===== src/rtl/stereo_sad_disparity.sv =====
`default_nettype none
// ============================================================================
// Module      : stereo_sad_disparity
// Description : Streaming horizontal-window SAD block matcher. Emits the
//               winning disparity, a confidence flag and the RAM write address.
//               Optional macro STEREO_SAD_COST_THRESH_EN gates conf_out on the
//               winning cost being <= COST_THRESH.
// Revision    : 1.0 - initial release
// ============================================================================
module stereo_sad_disparity #(
    parameter int PIX_W       = 4,
    parameter int MAX_DISP    = 16,
    parameter int WIN         = 5,
    parameter int ADDR_W      = 17,
    parameter int COST_THRESH = 40
) (
    input  logic                        clk,
    input  logic                        reset_n,
    input  logic                        in_valid,
    input  logic                        line_start,
    input  logic                        frame_start,
    input  logic [PIX_W-1:0]            left_in,
    input  logic [PIX_W-1:0]            right_in,
    output logic                        out_valid,
    output logic [$clog2(MAX_DISP)-1:0] disp_out,
    output logic                        conf_out,
    output logic [ADDR_W-1:0]           out_addr
);

    localparam int c_disp_w = $clog2(MAX_DISP);
    localparam int c_cost_w = PIX_W + $clog2(WIN) + 1;
    // Only needs to reach the largest eligibility threshold before saturating.
    localparam int c_col_w  = $clog2(MAX_DISP + WIN);

    logic [c_col_w-1:0]  r_col;
    logic [c_col_w-1:0]  w_col;
    logic [PIX_W-1:0]    r_rsh [MAX_DISP-1];
    logic [MAX_DISP-1:0] w_elig;
    logic [MAX_DISP-1:0] r_s1_elig;
    logic                r_s1_valid;
    logic                r_s1_frame;
    logic [c_cost_w-1:0] w_cost [MAX_DISP];
    logic [c_cost_w-1:0] w_best_cost;
    logic [c_disp_w-1:0] w_best_d;
    logic                w_conf;
    logic [ADDR_W-1:0]   r_addr;

    assign w_col = line_start ? '0 : r_col;

    always_ff @(posedge clk or negedge reset_n) begin
        if (!reset_n) begin
            for (int i = 0; i < MAX_DISP - 1; i++) r_rsh[i] <= '0;
        end else if (in_valid) begin
            r_rsh[0] <= right_in;
            for (int i = 1; i < MAX_DISP - 1; i++) r_rsh[i] <= r_rsh[i-1];
        end
    end

    generate
        for (genvar d = 0; d < MAX_DISP; d++) begin : g_disp
            localparam logic [c_col_w-1:0] c_min_col = c_col_w'(d + WIN - 1);

            logic [PIX_W-1:0]    w_rpix;
            logic [PIX_W-1:0]    w_diff;
            logic [PIX_W-1:0]    r_ring [WIN];
            logic [c_cost_w-1:0] r_sum;

            if (d == 0) begin : g_d0
                assign w_rpix = right_in;
            end else begin : g_dn
                assign w_rpix = r_rsh[d-1];
            end

            assign w_diff    = (left_in > w_rpix) ? left_in - w_rpix : w_rpix - left_in;
            assign w_elig[d] = (w_col >= c_min_col);
            assign w_cost[d] = r_s1_elig[d] ? r_sum : '1;

            // A line start discards the previous line's window contents.
            always_ff @(posedge clk or negedge reset_n) begin
                if (!reset_n) begin
                    for (int k = 0; k < WIN; k++) r_ring[k] <= '0;
                    r_sum <= '0;
                end else if (in_valid) begin
                    r_ring[0] <= w_diff;
                    for (int k = 1; k < WIN; k++) r_ring[k] <= line_start ? '0 : r_ring[k-1];
                    r_sum <= line_start ? c_cost_w'(w_diff)
                                        : r_sum + c_cost_w'(w_diff) - c_cost_w'(r_ring[WIN-1]);
                end
            end
        end
    endgenerate

    // Strict less-than keeps the smallest d on ties and d=0 when nothing is eligible.
    always_comb begin
        w_best_cost = '1;
        w_best_d    = '0;
        for (int i = 0; i < MAX_DISP; i++) begin
            if (w_cost[i] < w_best_cost) begin
                w_best_cost = w_cost[i];
                w_best_d    = c_disp_w'(i);
            end
        end
    end

`ifdef STEREO_SAD_COST_THRESH_EN
    assign w_conf = r_s1_elig[0] && (int'(w_best_cost) <= COST_THRESH);
`else
    assign w_conf = r_s1_elig[0];
`endif

    always_ff @(posedge clk or negedge reset_n) begin
        if (!reset_n) begin
            r_col      <= '0;
            r_s1_valid <= 1'b0;
            r_s1_frame <= 1'b0;
            r_s1_elig  <= '0;
            r_addr     <= '0;
            out_valid  <= 1'b0;
            disp_out   <= '0;
            conf_out   <= 1'b0;
            out_addr   <= '0;
        end else begin
            r_s1_valid <= in_valid;
            r_s1_frame <= in_valid & frame_start;
            out_valid  <= r_s1_valid;
            if (in_valid) begin
                r_s1_elig <= w_elig;
                r_col     <= (&w_col) ? w_col : w_col + c_col_w'(1);
            end
            if (r_s1_valid) begin
                disp_out <= w_best_d;
                conf_out <= w_conf;
                out_addr <= r_s1_frame ? '0 : r_addr;
                r_addr   <= (r_s1_frame ? '0 : r_addr) + ADDR_W'(1);
            end
        end
    end

endmodule
`default_nettype wire


===== config.mk =====
export PLATFORM = sky130hd
export DESIGN_NAME = stereo_sad_disparity
export DESIGN_NICKNAME = d
export VERILOG_FILES = /design/src/rtl/stereo_sad_disparity.sv
export SDC_FILE = /design/constraint.sdc
export NUM_CORES = 2
export LEC_CHECK = 0
export BUFFER_PORTS_ARGS = -buffer_cell sky130_fd_sc_hd__buf_2
export CORE_MARGIN = 2
export CORE_UTILIZATION = 45
export DETAILED_ROUTE_END_ITERATION = 6
export GPL_ROUTABILITY_DRIVEN = 0
export HOLD_SLACK_MARGIN = 0.03
export PLACE_DENSITY = 0.6
export SYNTH_ARGS = -nofsm -noshare
export SYNTH_HDL_FRONTEND = slang
export SYNTH_SLANG_ARGS = --single-unit

===== constraint.sdc =====
create_clock -name clk -period 27.3 [get_ports clk]
set_input_delay 0 -clock clk [delete_from_list [all_inputs] [get_ports clk]]
set_output_delay 0 -clock clk [all_outputs]
set_load 0.005 [all_outputs]

* Word level (Yosys, flattened, before mapping) *
Cells that the tools add are included.

storage, ports and cells
  input bits = 13
  output and inout port bits = 23
  register bits after elaboration = 571

cells by class
  reduce and logical (&&, ||, !) cells = 1
  add/subtract/negate cells = 66
  bitwise operators = 1
  $lt $le $gt $ge = 48
  mux-type cells = 145

operators by type and width
  cell                                                 count
  2-to-1 mux 4 bit                                     94
  2-to-1 mux 8 bit                                     47
  adder 8 x 4 -> 8 bit                                 16
  subtractor 4 bit                                     32
  subtractor 8 x 4 -> 8 bit                            16
  less-than comparator 8 bit                           15
  > comparator 4 bit                                   16
  >= comparator 5 x 4 -> 1 bit, second input constant  8
  >= comparator 5 x 3 -> 1 bit, second input constant  4
  >= comparator 5 bit, second input constant           4
  adder 17 x 1 -> 17 bit, second input constant        1
  2-to-1 mux 17 bit                                    1
  2-to-1 mux 5 bit                                     2
  less-than comparator 8 bit, second input constant    1
  adder 5 x 1 -> 5 bit, second input constant          1
  AND reduction 5 bit                                  1
  bitwise AND 1 bit                                    1
  2-to-1 mux 1 bit                                     1

* Depth between registers and ports, before layout *
  depth after elaboration = 33
  gate-level depth with buffers = 151

* Worst setup path after synthesis *
OpenSTA, ideal clock, no wires.

  path type = reg2reg
  from = register r_s1_elig[0]
  to = register disp_out[1]
  data required time = 27.157 ns
  period minus slack after synthesis = 25.508 ns
  stages on the path, launching flop included = 142
  setup slack = 1.792 ns
  data arrival time = 25.365 ns
  library setup time = 0.143 ns
  path through = dfrtp_1 > clkbuf_1 > nor2b_1 > ha_1 > nand4_1 > o221ai_1 > a21oi_2 > buf_6 > mux2i_1 > ha_1 > a21oi_1 > a21boi_0 > or3_1 > nor2_1 > clkbuf_1 > nor2_1 > a21oi_1 > ha_1 > [106 not listed] > ha_1 > a21o_1 > a21o_1 > a21oi_1 > o21ai_0 > nand2_1 > a2111oi_4 > nor3_4 > mux2_4 > ha_1 > a21oi_1 > nor2b_1 > o21ai_0 > a21oi_1 > nor4_1 > and2_1 > a211oi_1 > a31oi_1

between the ends
  word-level cells in the longest chain between the ends = 33

RTL lines
  element                     line  source
  start, declared             39    logic [MAX_DISP-1:0] r_s1_elig;
  start signal, assigned      127   r_s1_elig <= w_elig;
  2-to-1 mux 8 bit *          76    assign w_cost[d] = r_s1_elig[d] ? r_sum : '1;
  less-than comparator 8 bit  98    if (w_cost[i] < w_best_cost) begin
  2-to-1 mux 8 bit *          98
  less-than comparator 8 bit  98
  2-to-1 mux 8 bit *          98
  less-than comparator 8 bit  98
  2-to-1 mux 8 bit            98
  less-than comparator 8 bit  98
  [17 not listed]             n/a
  less-than comparator 8 bit  98
  2-to-1 mux 8 bit            98
  less-than comparator 8 bit  98
  2-to-1 mux 8 bit            98
  less-than comparator 8 bit  98
  2-to-1 mux 8 bit            98
  less-than comparator 8 bit  98
  2-to-1 mux 4 bit *          98
  end signal, assigned        131   disp_out <= w_best_d;
  end, declared               25    output logic [$clog2(MAX_DISP)-1:0] disp_out,

Every way passes the cells marked *; elsewhere a longest branch is shown, timed or not.
A chain may end at the register's enable or synchronous reset.

* Worst setup path after layout *
Same ends and word-level chain as after synthesis.

==> impl_summary.log <==
[metrics] status: finished clean
[metrics] final hold violation count: 0
[metrics] sort of element at the end of the critical path: flip-flop
[metrics] global-route wire length before repair: 144000 um
[metrics] number of flops mapped to enable cells by yosys: 0
[metrics] Async SR Flop Fraction: 1.00
[metrics] count of cells along the worst register-to-register path: 132
[metrics] Worst setup SP type: flip-flop
[metrics] final critical-path share of the clock period: 0.934
[metrics] proportion of layout cells with a drive suffix above 1: 0.0895
[metrics] later-pin clock latency in the skew report: 610 ps
[metrics] Yosys warning total: 0
[metrics] origin of the worst min-delay path: frame_start
[metrics] Crit-path slowest cell: sky130_fd_sc_hd__a2111oi_4
[metrics] detailed placer's ending HPWL: 57100 um
[metrics] CTS buffer count: 69
[metrics] Initial Util: 0.455
[metrics] most used flip-flop cell after synthesis: sky130_fd_sc_hd__dfrtp_1
[metrics] overall die width: 295 um
[metrics] P&R area growth vs syn: 10.6%
[metrics] highest cell delay on the worst timing path: 480 ps
[metrics] leading cell types in the layout, fill and taps excluded: sky130_fd_sc_hd__inv_1, sky130_fd_sc_hd__dfrtp_1, sky130_fd_sc_hd__o21ai_0, sky130_fd_sc_hd__ha_1, sky130_fd_sc_hd__a21oi_1
[metrics] # placed instances: 5130
[metrics] clock root buffer: sky130_fd_sc_hd__clkbuf_16
[metrics] number of violations of the max-capacitance limit: 0
[metrics] DRC viols: 0
[metrics] grt total ovfl: 0
[metrics] Final Core Density: 0.504
[metrics] total number of H-tree levels: 3
[metrics] critical-path maximum fanout: 14
[metrics] most common cell after layout, fill and taps aside: sky130_fd_sc_hd__inv_1
[metrics] FF+latch count, synth: 571
[metrics] post-detailed-routing wire length: 85800 um
[metrics] global routing met2 resource utilization: 0.309
[metrics] register clock-pin slew on the reported worst setup and hold paths: 60 ps
[metrics] Overall Global Routing Usage: 0.200
[metrics] met3 demand-to-capacity share in global routing: 0.0237
[metrics] antenna fix cells: 0
[metrics] count of final setup violators: 0
[metrics] data arrival time at the worst-slack endpoint: 25960 ps
[metrics] cell area after synthesis: 38200 um^2
[metrics] synthesized instance count: 4129
[metrics] Critical Path Most Common Cell: sky130_fd_sc_hd__ha_1
[metrics] shortest period the worst path allows: 25490 ps
[metrics] maximum clock rate: 39.2 MHz
[metrics] placeable core region: 83800 um^2
[metrics] pin count of the biggest net entering global routing: 227
[metrics] routed via count: 28.1k
[metrics] internal reg-to-reg setup slack: 1810 ps
[metrics] Slew Viols, Final: 0
[metrics] initial detailed-routing violation count: 1981
[metrics] I/O pin count: 36
[metrics] final instance count without filler cells: 5292
[metrics] Final Skew: 28.1 ps
[metrics] vias in the first global route: 27.6k
[metrics] vias per inst: 5.30
[metrics] WHS Endpoint: r_s1_frame
[metrics] HP Class: in -> reg
[metrics] FP Rows: 106
[metrics] worst hold slack: 154 ps
[metrics] Synth cell types: 89
[metrics] startpoint of the lowest-slack register-to-register path: r_s1_elig[0]
[metrics] Die Area: 87200 um^2
[metrics] Longest Clk Path Bufs: 3
[metrics] DRT antenna net count: 0
[metrics] Slew Limit Headroom: 0.259
[metrics] met1 usage in global routing: 0.296
[metrics] end of the worst register-to-register path: disp_out[1]
[metrics] 1st-pass router iterations: 7
[metrics] average wire per cell in the routed design: 16.2 um
[metrics] number of nets in the synthesized netlist: 4564
[metrics] average cell area after synthesis: 9.24 um^2
[metrics] sequential element share of the synthesized area: 0.374
[metrics] antenna violations before repair: 1
[metrics] IO buf count: 35
[metrics] CTS tree: built
[metrics] Total Nets Final: 4538
[metrics] Slew @ Worst Pin: 1110 ps
[metrics] Required @ worst endpoint: 27770 ps
[metrics] vertical die dimension: 295 um
[metrics] most crowded layer after global routing: met2
[metrics] critical path class: reg -> reg
[metrics] worst hold path stage count: 3
[metrics] total number of clock tree sinks: 571
-- cell usage after synthesis (6+ instances only) --
library cell                  n  area share
sky130_fd_sc_hd__o21bai_1    19      0.0037
sky130_fd_sc_hd__a41oi_1     19      0.0044
sky130_fd_sc_hd__o31ai_1      7      0.0014
sky130_fd_sc_hd__a211oi_1    12      0.0024
sky130_fd_sc_hd__o21ai_0    439       0.058
sky130_fd_sc_hd__xor2_1      35      0.0080
sky130_fd_sc_hd__o22ai_1     71       0.012
sky130_fd_sc_hd__a31oi_1     18      0.0030
sky130_fd_sc_hd__a21boi_0     8      0.0016
sky130_fd_sc_hd__nand2b_1    70       0.011
sky130_fd_sc_hd__clkbuf_1   168       0.017
sky130_fd_sc_hd__nand2_1    223       0.022
sky130_fd_sc_hd__inv_1      588       0.058
sky130_fd_sc_hd__nand3b_1   259       0.051
sky130_fd_sc_hd__nor3_1      28      0.0037
sky130_fd_sc_hd__dfrtp_1    571        0.37
sky130_fd_sc_hd__a22o_1      16      0.0037
sky130_fd_sc_hd__fa_1        96       0.050
sky130_fd_sc_hd__a21oi_1    278       0.036
sky130_fd_sc_hd__or3_1        6     0.00098
sky130_fd_sc_hd__and2_1       8      0.0013
sky130_fd_sc_hd__nor2_1     210       0.021
sky130_fd_sc_hd__o2111ai_1    6      0.0014
sky130_fd_sc_hd__o211ai_1    14      0.0028
sky130_fd_sc_hd__and3_1       9      0.0015
sky130_fd_sc_hd__xnor2_1     82       0.019
sky130_fd_sc_hd__nor2b_1     71       0.012
sky130_fd_sc_hd__mux2i_1     73       0.019
sky130_fd_sc_hd__mux2_2     114       0.034
sky130_fd_sc_hd__o21a_1      12      0.0024
sky130_fd_sc_hd__buf_1       15      0.0015
sky130_fd_sc_hd__nand4_1     10      0.0016
sky130_fd_sc_hd__a21o_1     120       0.024
sky130_fd_sc_hd__ha_1       326        0.11
sky130_fd_sc_hd__nand3_1     22      0.0029
-- worst max-delay path, delay by kind of cell (launching register included) --
| family | cells | cell delay [ps] |
|---|---|---|
| compound gates | 67 | 13060 |
| simple gates | 36 | 4730 |
| fa+ha+maj | 15 | 4330 |
| buf+inv | 10 | 1680 |
| mux | 4 | 1090 |
| flops | 1 | 470 |
-- flip-flops by register name, indices dropped and copies added, names as in the netlist, 4 cells and up --
signal	count
r_s1_elig	16
g_disp.r_ring	320
r_col	5
r_addr	17
g_disp.r_sum	128
out_addr	17
g_disp.w_rpix	60
disp_out	4
-- repair_timing --
action                     4_1_cts  5_1_grt
resized for setup                4       47
buffers inserted                 5       14
setup endpoints to repair        4        4
pin swaps                        2        7
hold endpoints to repair       187        0
hold buffers                    17        0
-- routing by layer --
layer / routed length, um / vias to the layer above
met5: 0 / -
met4: 2140 / 0
met3: 2990 / 125
met2: 37500 / 408
met1: 43200 / 13556
li1: - / 13982
-- through the flow --
stage	area, um^2	worst slack [ps]	TNS (ps)
after floorplan	38200	1790	0
after global placement	39300	56.7	0
after detailed placement	39300	-657	-2560
after CTS	41900	82.0	0
after global routing	42200	-202	-762
final	42200	1810	0
-- logic make-up after synthesis --
| logic type | after synthesis | synth area share |
|---|---|---|
| and+or+nand+nor | 934 | 0.132 |
| DFF | 571 | 0.374 |
| xor gates and xnor gates | 117 | 0.0268 |
| muxes | 194 | 0.0555 |
| adders and majority gates | 428 | 0.159 |
| buffers and inverters | 780 | 0.0776 |
| AOI/OAI and AO/OA | 1105 | 0.174 |
-- worst max path at each step --
| stage | start | endpoint | slack [ps] | cells after the start |
|---|---|---|---|---|
| floorplan | r_s1_elig[0] | disp_out[1] | 1790 | 141 |
| global placement | r_s1_elig[0] | disp_out[3] | 60 | 124 |
| detailed placement | r_s1_elig[1] | disp_out[3] | -660 | 126 |
| CTS | r_s1_elig[1] | disp_out[3] | 80 | 129 |
| global route | r_s1_elig[0] | disp_out[2] | -200 | 137 |
| finish | r_s1_elig[0] | disp_out[1] | 1810 | 132 |
-- final cells by class --
type                       count  area (um^2)
clock buffer                 101         2080
clock inverter                25          334
fill                        7878        41600
inverter                     588         2210
multi-input combinational   2778        21100
sequential                   571        14300
tap                         1134         1420
timing repair buffer          95          773
Power is left out: the tool's default activity adds up to more than one toggle a clock period on the data nets, which glitch-free logic cannot reach.
